`config.mk`:
```
export PLATFORM = sky130hd
export DESIGN_NAME = nibble_mayor_driver
export DESIGN_NICKNAME = d
export VERILOG_FILES = /design/src/rtl/nibble_mayor_driver.sv
export SDC_FILE = /design/constraint.sdc
export NUM_CORES = 1
export LEC_CHECK = 0
export ABC_AREA = 1
export ABC_CLOCK_PERIOD_IN_PS = 2009
export BUFFER_PORTS_ARGS = -buffer_cell sky130_fd_sc_hd__clkbuf_2
export CORE_ASPECT_RATIO = 0.5
export CORE_MARGIN = 5
export CORE_UTILIZATION = 35
export DETAILED_ROUTE_END_ITERATION = 6
export HOLD_SLACK_MARGIN = 0.1
export PLACE_DENSITY = 0.65
export SETUP_SLACK_MARGIN = 0.3
export SKIP_LAST_GASP = 1
export SLEW_MARGIN = 20
export SYNTH_ARGS = -nofsm -noshare
export SYNTH_HDL_FRONTEND = slang
export SYNTH_SLANG_ARGS = --single-unit
export TNS_END_PERCENT = 1
```
`constraint.sdc`:
```
create_clock -name clk -period 2.01 [get_ports clk]
set_clock_uncertainty 0.15 [all_clocks]
set_input_delay 0.402 -clock clk [delete_from_list [all_inputs] [get_ports clk]]
set_output_delay 0.402 -clock clk [all_outputs]
set_load 0.02 [all_outputs]
```
`src/rtl/nibble_mayor_driver.sv`:
```
// Issues multi-nibble operand pairs to a fixed-latency nibble comparator, MSB nibble first,
// and reassembles the returned per-nibble maxima into one result word.
module nibble_mayor_driver #(
  parameter int N_PARES  = 2,
  parameter int LATENCIA = 4,
  localparam int W       = 4 * N_PARES
) (
  input  logic         clk,
  input  logic         reset,
  input  logic         in_valid,
  output logic         in_ready,
  input  logic [W-1:0] in_a,
  input  logic [W-1:0] in_b,
  output logic [3:0]   nm_a,
  output logic [3:0]   nm_b,
  input  logic [3:0]   nm_mayor,
  output logic         out_valid,
  output logic [W-1:0] out_mayor
);

  localparam int CNT_W = $clog2(N_PARES + 1);

  localparam logic [1:0] IDLE = 2'd0;
  localparam logic [1:0] SEND = 2'd1;
  localparam logic [1:0] WAIT = 2'd2;
  localparam logic [1:0] DONE = 2'd3;

  logic [1:0]          state_reg, state_next;
  logic [W-1:0]        a_sh_reg, b_sh_reg;
  logic [CNT_W-1:0]    issue_cnt_reg, cap_cnt_reg;
  logic [LATENCIA-1:0] tag_sr_reg;
  logic [3:0]          nm_a_reg, nm_b_reg;
  logic                in_ready_reg, out_valid_reg;

  logic accept, sending, capture, last_issue, last_capture;

  assign accept       = in_valid && in_ready_reg;
  assign sending      = (state_reg == SEND);
  assign capture      = tag_sr_reg[LATENCIA-1];
  assign last_issue   = (issue_cnt_reg == CNT_W'(N_PARES));
  assign last_capture = capture && (cap_cnt_reg == CNT_W'(N_PARES - 1));

  always_comb begin
    state_next = state_reg;
    case (state_reg)
      IDLE:    if (accept) state_next = SEND;
      SEND:    if (last_issue) state_next = WAIT;
      WAIT:    if (last_capture) state_next = DONE;
      DONE:    state_next = accept ? SEND : IDLE;
      default: state_next = IDLE;
    endcase
  end

  // Operands are held as shift registers so the next nibble to issue is always the top one.
  always_ff @(posedge clk or posedge reset) begin
    if (reset) begin
      state_reg     <= IDLE;
      in_ready_reg  <= 1'b1;
      out_valid_reg <= 1'b0;
      a_sh_reg      <= '0;
      b_sh_reg      <= '0;
      issue_cnt_reg <= '0;
      cap_cnt_reg   <= '0;
      nm_a_reg      <= '0;
      nm_b_reg      <= '0;
    end else begin
      state_reg     <= state_next;
      in_ready_reg  <= (state_next == IDLE) || (state_next == DONE);
      out_valid_reg <= (state_next == DONE);
      if (accept) begin
        a_sh_reg      <= in_a << 4;
        b_sh_reg      <= in_b << 4;
        nm_a_reg      <= in_a[W-1 -: 4];
        nm_b_reg      <= in_b[W-1 -: 4];
        issue_cnt_reg <= CNT_W'(1);
      end else if (sending && !last_issue) begin
        a_sh_reg      <= a_sh_reg << 4;
        b_sh_reg      <= b_sh_reg << 4;
        nm_a_reg      <= a_sh_reg[W-1 -: 4];
        nm_b_reg      <= b_sh_reg[W-1 -: 4];
        issue_cnt_reg <= issue_cnt_reg + CNT_W'(1);
      end else begin
        nm_a_reg <= '0;
        nm_b_reg <= '0;
      end
      if (accept) begin
        cap_cnt_reg <= '0;
      end else if (capture) begin
        cap_cnt_reg <= cap_cnt_reg + CNT_W'(1);
      end
    end
  end

  // A tag enters stage 0 at the end of the cycle its pair is on nm_a/nm_b,
  // so it reaches the last stage exactly when that pair's maximum arrives.
  for (genvar gi = 0; gi < LATENCIA; gi++) begin : g_tag
    always_ff @(posedge clk or posedge reset) begin
      if (reset) begin
        tag_sr_reg[gi] <= 1'b0;
      end else if (gi == 0) begin
        tag_sr_reg[gi] <= sending;
      end else begin
        tag_sr_reg[gi] <= tag_sr_reg[(gi == 0) ? 0 : gi - 1];
      end
    end
  end

  // Captures arrive MSB nibble first, so capture k lands in nibble N_PARES-1-k.
  for (genvar gi = 0; gi < N_PARES; gi++) begin : g_nib
    logic [3:0] nib_reg;
    always_ff @(posedge clk or posedge reset) begin
      if (reset) begin
        nib_reg <= '0;
      end else if (capture && (cap_cnt_reg == CNT_W'(N_PARES - 1 - gi))) begin
        nib_reg <= nm_mayor;
      end
    end
    assign out_mayor[4*gi +: 4] = nib_reg;
  end

  assign in_ready  = in_ready_reg;
  assign out_valid = out_valid_reg;
  assign nm_a      = nm_a_reg;
  assign nm_b      = nm_b_reg;

endmodule

```
# Yosys cells after proc, flatten, opt, wreduce, memory -nomap -nowiden
# Index checks and enable logic that the tools add are counted.
totals:
  ff_bits: 44
  inputBits: 23
  out_inout_bits: 18
  word_cells: 51
op_classes:
  n_addsub: 2
  eq_ne: 6
  n_mux: 17
  n_reduce_logical: 11
op_table:
  columns: ["operator", "n"]
  rows:
  - ["8-bit two-way mux", 4]
  - ["4-bit two-way mux", 4]
  - ["2-bit two-way mux", 7]
  - ["2-bit == test, second input constant", 4]
  - ["2-bit one-hot mux with 4 select lines", 1]
  - ["2-bit logical NOT", 3]
  - ["2-bit by 1-bit adder with 2-bit output, second input constant", 2]
  - ["2-bit by 1-bit == test with 1-bit output, second input constant", 2]
  - ["1-bit logical AND", 4]
  - ["2-bit nonzero test", 2]
  - ["1-bit logical NOT", 1]
  - ["1-bit logical OR", 1]
  - ["1-bit two-way mux", 1]

# Logic depth before layout (Yosys ltp)
# Gate-level depths: netlist of run 1.
logic_depth:
  word_depth: 6
  mapped_depth: 8
  mapped_depth_nobuf: 7

# Worst setup path after synthesis of run 1
# No wires, ideal clock.
synth_timing:
  path_type: "register to register"
  start: "reg issue_cnt_reg[0]"
  end: "reg in_ready_reg, in the netlist in_ready"
  setup_time_ns: 0.058
  t_arrival_ns: 1.269
  required_time_ns: 1.802
  path_slack_ns: 0.532
  path_stages_with_launch: 9
  path_buffers: 1
  period_less_slack_ns: 1.478
  cell_sequence: "dfrtp_1 > inv_1 > ha_1 > nor2_2 > nand2_2 > buf_6 > nand3_1 > ha_1 > inv_1"
synth_between:
  elab_chain_len: 5
  word_cells_on_any_way: 6
  classes_between: "2 x eq/ne; 2 x mux; 2 x reduce/logical"
synth_rtl:
  columns: ["element", "line_no", "source"]
  rows:
  - ["from (decl)", "30", "logic [CNT_W-1:0] issue_cnt_reg, cap_cnt_reg;"]
  - ["from (signal assigned)", "81", "issue_cnt_reg <= issue_cnt_reg + CNT_W'(1);"]
  - ["2-bit == test *", "40", "assign last_issue = (issue_cnt_reg == CNT_W'(N_PARES));"]
  - ["2-bit two-way mux *", "47", "SEND: if (last_issue) state_next = WAIT;"]
  - ["2-bit one-hot mux with 4 select lines *", "45", "case (state_reg)"]
  - ["2-bit == test or 2-bit logical NOT (tied branches)", "68", "in_ready_reg <= (state_next == IDLE) || (state_next == DONE);"]
  - ["1-bit logical OR *", "68", null]
  - ["to (signal assigned)", "68", null]
  - ["to (decl)", "33", "logic in_ready_reg, out_valid_reg;"]
# Every way passes the cells marked *; elsewhere a longest branch is shown, timed or not.
# A chain may end at the register's enable or synchronous reset.

# Worst setup path in the final report of run 1
# Ends and elaborated chain as after synthesis.

==> impl_metrics.ini, run 1 <==
[worst_setup_path]
crit_path_max_fanout = 10
crit_chain = inv_1 > ha_1 > nor2_2 > nand2_4 > nand3_1 > ha_1 > inv_1
cp_slowest_cell = dfrtp_1
critPathRequiredTime_ns = 2.09
worst_ep_arrival_time_ns = 1.64
cp-end-kind = flip-flop
criticalPathCategory = flip-flop to flip-flop
critPathMaxStageDelay_ns = 0.37
critPathBufInv = 2
critPathTopFamily = simple AND/OR/NAND/NOR gates
cp-start-kind = flip-flop

[detailed_routing]
route.met3.wl_um = 160
via_per_inst = 4.42
drtAntennaViolNets = 0
drt-total-wl_mm = 2.73
wl_met2_mm = 1.28
highest_layer = met4
drt_iter0_drc = 42
wire_per_inst_um = 11.0
vias = 1091
drcViolationCount = 0
drtPass1Iterations = 4
wl_met1_mm = 1.24

[clocking]
clockBufferDepth = 2
cts_setup_buffers = 0
tritoncts = yes
cts_made_buffers = 5
root_buffer = clkbuf_8
clkSlewWorstSetupHoldPaths_ns = 0.07
cts-htree-levels = 2
worstSkewPairLatency_ns = 0.28
clock_sinks = 36

[grt]
track_usage = 0.111
antenna_found_initial = 0
overflow = 0
grt_max_degree = 37
grt_pass1_wl_mm = 4.83
grt_pass1_vias = 1056

[sta]
finalCriticalPeriod_ns = 1.56
drv_slew = 0
fmax_mhz = 642
finalSetupTns_ns = 0
fin_crit_sh = 0.775
slew_headroom = 0.700
setup_violations = 0
rsz0062_at_grt = no
worstMarginPinSlew_ns = 0.449
hold_viol = 0

[hold_path]
min_path_type = primary input to flip-flop

[layout]
layout_commonest_cell = nand2_1
utilization = 0.457
area_growth_pct = 23.3
drive_above_1_share = 0.337
antenna_cells = 0
fillCellCount = 400
final_cell_mix = nand2_1 (46), clkbuf_2 (40), dfrtp_1 (35)
fin_nets = 220
largest_reg_flops = 8

[power]
pwr-share-comb = 0.041
power_switching_uw = 273
p_int_uw = 986
power.density_mw_per_mm2 = 692
p_clk_frac = 0.379
seqPwrFrac = 0.580
power.leakage_uw = 0.00102
swShare = 0.217
peakVddDrop_mv = 0.264

[synthesis]
yosysSeqAreaShare = 0.612
syn_area_mm2 = 0.00148
postSynthCellCount = 146
yosysWarnings = 0
syn-num-nets = 173
ys_types = 19
synth_area_per_cell_um2 = 10.1
ys_ff_latch = 36

[placement]
finalWeightedCongestion = 0.784
io_buffers = 40
hpwlAfterDp_mm = 1.98

[die]
start_util = 0.370
num_rows = 16
die_w_um = 102
die_h_um = 55.9
die_area_mm2 = 0.00569
core_mm2 = 0.00398
ios = 41

[flow_run]
cap_violations = 0

[run_status]
status = completed
## per-stage QoR
step | instances | power [µW] | instance area [µm²] | setup WS [ns] | hold slack [ns]
final | 247 | 1260 | 1820 | 0.453 | 0.163
after global routing | 247 | 1320 | 1820 | 0.322 | 0.155
after CTS | 247 | 1280 | 1810 | 0.401 | 0.155
after detailed placement | 239 | 797 | 1730 | 0.420 | 0.190
after global placement | 239 | 795 | 1730 | 0.466 | 0.185
after floorplan | 146 | 765 | 1480 | 0.532 | 0.181
## Yosys cell counts
master	instances	area share
nand3_2	2	0.014
a21oi_1	2	0.0068
o21ai_0	8	0.027
nand3_1	12	0.041
buf_6	3	0.023
xnor2_1	1	0.0059
buf_2	1	0.0034
inv_2	1	0.0025
dfrtp_1	35	0.59
ha_1	4	0.034
dfstp_2	1	0.018
buf_4	1	0.0051
nor2_1	3	0.0076
nand2_2	2	0.0085
nor2_2	1	0.0042
o21ai_2	8	0.047
nand2_1	46	0.12
inv_1	13	0.033
nand4_1	2	0.0085
## path summary, 6_finish.rpt
path	start	end	slack [ns]	cells after the start
worst min-delay path	in_a[3]	a_sh_reg[7]	0.16	3
min in group asynchronous	reset	g_nib[0].nib_reg[0]	0.60	4
worst max register to register	issue_cnt_reg[0]	in_ready	0.45	7
worst min register to register	tag_sr_reg[2]	capture	0.20	0
worst max-delay path	issue_cnt_reg[0]	in_ready	0.45	7
max in group asynchronous	reset	in_ready	0.76	4
## logic make-up after synthesis
logic type                 after synthesis  share of synthesized area
xor gates and xnor gates                 1                    0.00594
DFF                                     36                      0.612
buffers and inverters                   19                     0.0670
and+or+nand+nor                         68                      0.200
AOI/OAI and AO/OA                       18                     0.0814
adders and majority gates                4                     0.0339
## power by group through the flow
stage / Combinational, µW / Sequential (µW) / Clock (µW)
floorplan: 15.3 / 749 / 0
global placement: 51.1 / 744 / 0
detailed placement: 52.3 / 744 / 0
CTS: 54.2 / 730 / 500
global route: 60.3 / 730 / 532
finish: 51.7 / 731 / 477
## layout make-up
cell class | instances | area (µm²) | share of cell area
Timing Repair Buffer | 45 | 240 | 0.132
Multi-Input combinational cell | 91 | 479 | 0.263
Tap cell | 54 | 67.6 | 0.0371
Clock inverter | 1 | 5.00 | 0.00275
Sequential cell | 36 | 902 | 0.496
Inverter | 14 | 52.6 | 0.0289
Clock buffer | 6 | 72.6 | 0.0399
## timing repair
item,4_1_cts,5_1_grt
gates resized for setup,0,1
hold buffers,1,0
endpoints found under the hold margin,35,0
endpoints found under the setup margin,0,7
## worst min-delay path: stages
cell	delay [ns]
clkbuf_2	0.07
nand2_1	0.04
nand2_1	0.05
## metal layers
layer | global-route usage | vias to the layer above
li1 | - | 558
met1 | 0.136 | 507
met2 | 0.166 | 21
met3 | 0.0438 | 5
met4 | 0.0617 | 0
met5 | 0 | -
(Power assumes the default switching activity.)
==> run 2, diff against run 1 <==
- ABC_CLOCK_PERIOD_IN_PS: 2009 -> 1450
- clock period: 2.01 -> 1.45 ns (I/O delays scaled with it)
==> impl_metrics.ini, run 2 (synthesis gave the netlist of run 1 again) <==
[detailed_routing]
drcViolationCount = 0
wire_per_inst_um = 11.1
vias = 1145
drt_iter0_drc = 34
drtAntennaViolNets = 0
drtPass1Iterations = 3
via_per_inst = 4.27
drt-total-wl_mm = 2.97

[power]
p_total_uw = 1850
power.leakage_uw = 0.00114
peakVddDrop_mv = 0.319
power.density_mw_per_mm2 = 869

[die]
ios = 41
start_util = 0.370
die_w_um = 102
die_h_um = 55.9
core_mm2 = 0.00398
die_area_mm2 = 0.00569
num_rows = 16

[sta]
fin_ws_ns = 0.0589
hold-worst-slack_ns = 0.113
drv_slew = 0
fin_crit_sh = 0.959
hold_viol = 0
finalCriticalPeriod_ns = 1.39
setup_violations = 0
slew_headroom = 0.834
worstMarginPinSlew_ns = 0.249
fmax_mhz = 719
finalSetupTns_ns = 0
rsz0062_at_grt = yes

[layout]
area_growth_pct = 44.4
layout_commonest_cell = nand2_1
stdcell_area_mm2 = 0.00213
drive_above_1_share = 0.364
fin_nets = 240
final_cell_mix = nand2_1 (46), clkbuf_2 (39), dfrtp_1 (33)
antenna_cells = 0
largest_reg_flops = 8
fillCellCount = 370

[grt]
grt_pass1_wl_mm = 5.07
grt_pass1_vias = 1156
track_usage = 0.113
antenna_found_initial = 0
overflow = 0
grt_max_degree = 37

[placement]
place_area_mm2 = 0.00176
finalWeightedCongestion = 0.742
dp_worst_setup_slack_ns = 0.0658
hpwlAfterDp_mm = 1.89
io_buffers = 40

[hold_path]
min_path_type = primary input to flip-flop
min_path_cells = 3

[worst_setup_path]
cp-start-kind = flip-flop
critPathRequiredTime_ns = 1.01
critPathBufInv = 1
crit_path_max_fanout = 2
reg2reg_depth = 7
crit_chain = clkbuf_8
cp_slowest_cell = dfstp_2
critPathMaxStageDelay_ns = 0.54
cp.depth = 1
worst_ep_arrival_time_ns = 0.95
cp-end-kind = output pin
criticalPathCategory = flip-flop to output pin
critPathTopFamily = flip-flops

[run_status]
status = completed

[clocking]
clock_sinks = 36
cts-htree-levels = 2
clockBufferDepth = 2
cts_made_buffers = 5
clkSlewWorstSetupHoldPaths_ns = 0.07
root_buffer = clkbuf_8
worstSkewPairLatency_ns = 0.28
tritoncts = yes

[flow_run]
cap_violations = 0
==> run 2: cell count changes in the layout (fill, tap and decap cells not counted), sizes merged <==
| cell | before | now |
|---|---|---|
| dlygate4sd3 | 1 | 19 |
| clkbuf | 46 | 47 |
| clkinv | 1 | 2 |
| buf | 4 | 5 |
==> run 2: power breakdown <==
| part | total (µW) | switching [µW] | internal (µW) |
|---|---|---|---|
| clock | 725 | 346 | 379 |
| combinational | 115 | 48.6 | 66.1 |
| sequential | 1010 | 2.88 | 1010 |
==> run 2: area by class of cell <==
type                    instances  area [µm²]  share of cell area
clock inverters                 2        10.0             0.00470
well taps                      54        67.6              0.0317
inverters                      14        52.6              0.0247
clock buffers                   6        82.6              0.0388
repair buffers                 65         487               0.229
multi-input cells              91         526               0.247
flip-flops and latches         36         905               0.425
==> run 2: worst paths after layout <==
check                                      start                  end  slack [ns]
worst max register to register  issue_cnt_reg[0]             in_ready        0.08
min in group asynchronous                  reset              nm_a[2]        0.43
worst min-delay path                 nm_mayor[2]  g_nib[0].nib_reg[2]        0.11
worst min register to register     tag_sr_reg[0]        tag_sr_reg[1]        0.20
worst max-delay path                    in_ready             in_ready        0.06
max in group asynchronous                  reset             in_ready        0.45
==> run 2: per-stage QoR <==
| step | util | std cells |
|---|---|---|
| 3_3_place_gp | 0.443 | 239 |
| 2_1_floorplan | - | 146 |
| 6_report | 0.535 | 268 |
| 5_1_grt | 0.535 | 268 |
| 4_1_cts | 0.516 | 266 |
| 3_5_place_dp | 0.443 | 239 |
==> run 2: layer usage <==
| metal | GRT usage | wire length (µm) | vias to the layer above |
|---|---|---|---|
| li1 | - | - | 594 |
| met1 | 0.134 | 1370 | 528 |
| met2 | 0.189 | 1410 | 21 |
| met3 | 0.0388 | 167 | 2 |
| met4 | 0.0393 | 27 | 0 |
| met5 | 0 | 0 | - |
==> run 2: repair_timing <==
action / 4_1_cts / 5_1_grt
cloned: 0 / 1
endpoints found under the setup margin: 49 / 50
gates resized for setup: 2 / 9
hold endpoints to repair: 53 / 0
setup buffers: 0 / 1
hold buffers: 19 / 0
pin swaps: 0 / 6
==> run 3, diff against run 2 <==
- PLACE_DENSITY: 0.65 -> unset
==> impl_metrics.ini, run 3 (synthesis gave the netlist of run 1 again) <==
[run_status]
status = completed

[placement]
finalWeightedCongestion = 0.750
hpwlAfterDp_mm = 1.87
dp_worst_setup_slack_ns = 0.0618
io_buffers = 40

[power]
power.leakage_uw = 0.00114
power.density_mw_per_mm2 = 867
peakVddDrop_mv = 0.352

[layout]
area_growth_pct = 43.9
multiInputGateArea_um2 = 513
fillCellCount = 381
largest_reg_flops = 8
antenna_cells = 0
utilization = 0.533
fin_nets = 241
drive_above_1_share = 0.358
seqCellArea_um2 = 905
layout_commonest_cell = nand2_1
final_cell_mix = nand2_1 (46), clkbuf_2 (39), dfrtp_1 (33)

[clocking]
tritoncts = yes
clkSlewWorstSetupHoldPaths_ns = 0.07
clock_sinks = 36
root_buffer = clkbuf_8
cts_made_buffers = 5
clockBufferDepth = 2
worstSkewPairLatency_ns = 0.28
cts-htree-levels = 2

[sta]
finalCriticalPeriod_ns = 1.40
fmax_mhz = 713
hold_viol = 0
worstMarginPinSlew_ns = 0.247
hold-worst-slack_ns = 0.125
drv_slew = 0
setup_violations = 0
fin_ws_ns = 0.0484
fin_crit_sh = 0.967
finalSetupTns_ns = 0
slew_headroom = 0.835
rsz0062_at_grt = yes

[grt]
antenna_found_initial = 0
track_usage = 0.109
grt_pass1_wl_mm = 4.81
grt_pass1_vias = 1093
grt_max_degree = 37
overflow = 0

[die]
die_w_um = 102
core_mm2 = 0.00398
start_util = 0.370
num_rows = 16
ios = 41
die_area_mm2 = 0.00569
die_h_um = 55.9

[detailed_routing]
via_per_inst = 4.28
vias = 1150
wire_per_inst_um = 11.2
drt_iter0_drc = 32
drtPass1Iterations = 4
drcViolationCount = 0
drtAntennaViolNets = 0
drt-total-wl_mm = 3.01

[worst_setup_path]
criticalPathCategory = flip-flop to flip-flop
critPathRequiredTime_ns = 1.53
cp-start-kind = flip-flop
cp-end-kind = flip-flop
crit_path_max_fanout = 4
worst_ep_arrival_time_ns = 1.48

[hold_path]
min_path_type = primary input to flip-flop

[flow_run]
cap_violations = 0
run 3: cell count changes in the layout (fill, tap and decap cells not counted), sizes merged:
cell,change
clkinv,-2
clkbuf,+1
buf,+2
run 3: path summary, 6_finish.rpt:
| path | from | endpoint | slack [ns] | depth (start not counted) |
|---|---|---|---|---|
| worst max-delay path | issue_cnt_reg[1] | in_ready | 0.05 | 6 |
| worst min-delay path | nm_mayor[2] | g_nib[0].nib_reg[2] | 0.12 | 3 |
| worst max register to register | issue_cnt_reg[1] | in_ready | 0.05 | 6 |
| worst min register to register | tag_sr_reg[1] | tag_sr_reg[2] | 0.20 | 0 |
| max in group asynchronous | reset | in_ready | 0.47 | 4 |
| min in group asynchronous | reset | g_nib[0].nib_reg[1] | 0.42 | 4 |
run 3: layer usage:
metal / vias to the layer above / routed length (µm) / GRT usage
li1: 597 / - / -
met1: 527 / 1290 / 0.119
met2: 24 / 1510 / 0.191
met3: 2 / 177 / 0.0375
met4: 0 / 35 / 0.0505
met5: - / 0 / 0
run 3: cell type report:
cell class | count | share of cell area
Multi-Input combinational cell | 91 | 0.242
Timing Repair Buffer | 66 | 0.233
Inverter | 14 | 0.0247
Clock buffer | 8 | 0.0424
Sequential cell | 36 | 0.426
Tap cell | 54 | 0.0318
run 3: critical path, cell delays in order, from the launching register on:
cell	delay [ns]
dfrtp_1	0.42
ha_4	0.18
nor2_4	0.15
nand2_4	0.10
nand3_2	0.07
ha_1	0.22
inv_1	0.05
run 3: report_power, final:
group	internal [µW]	switching (µW)
combinational	66.1	47.2
clock	387	328
sequential	1010	2.65
run 3: repair_timing:
action / 4_1_cts / 5_1_grt
hold buffers: 19 / 0
hold endpoints to repair: 53 / 0
gates resized for setup: 2 / 10
pin swaps: 0 / 3
gates cloned: 0 / 1
endpoints found under the setup margin: 49 / 50
setup buffers: 1 / 1
run 3: stage by stage:
step / power, µW / std cells / area (µm²)
floorplan: 1060 / 146 / 1490
global placement: 1110 / 239 / 1760
detailed placement: 1110 / 239 / 1760
CTS: 1880 / 267 / 2060
global route: 1930 / 269 / 2120
finish: 1840 / 269 / 2120
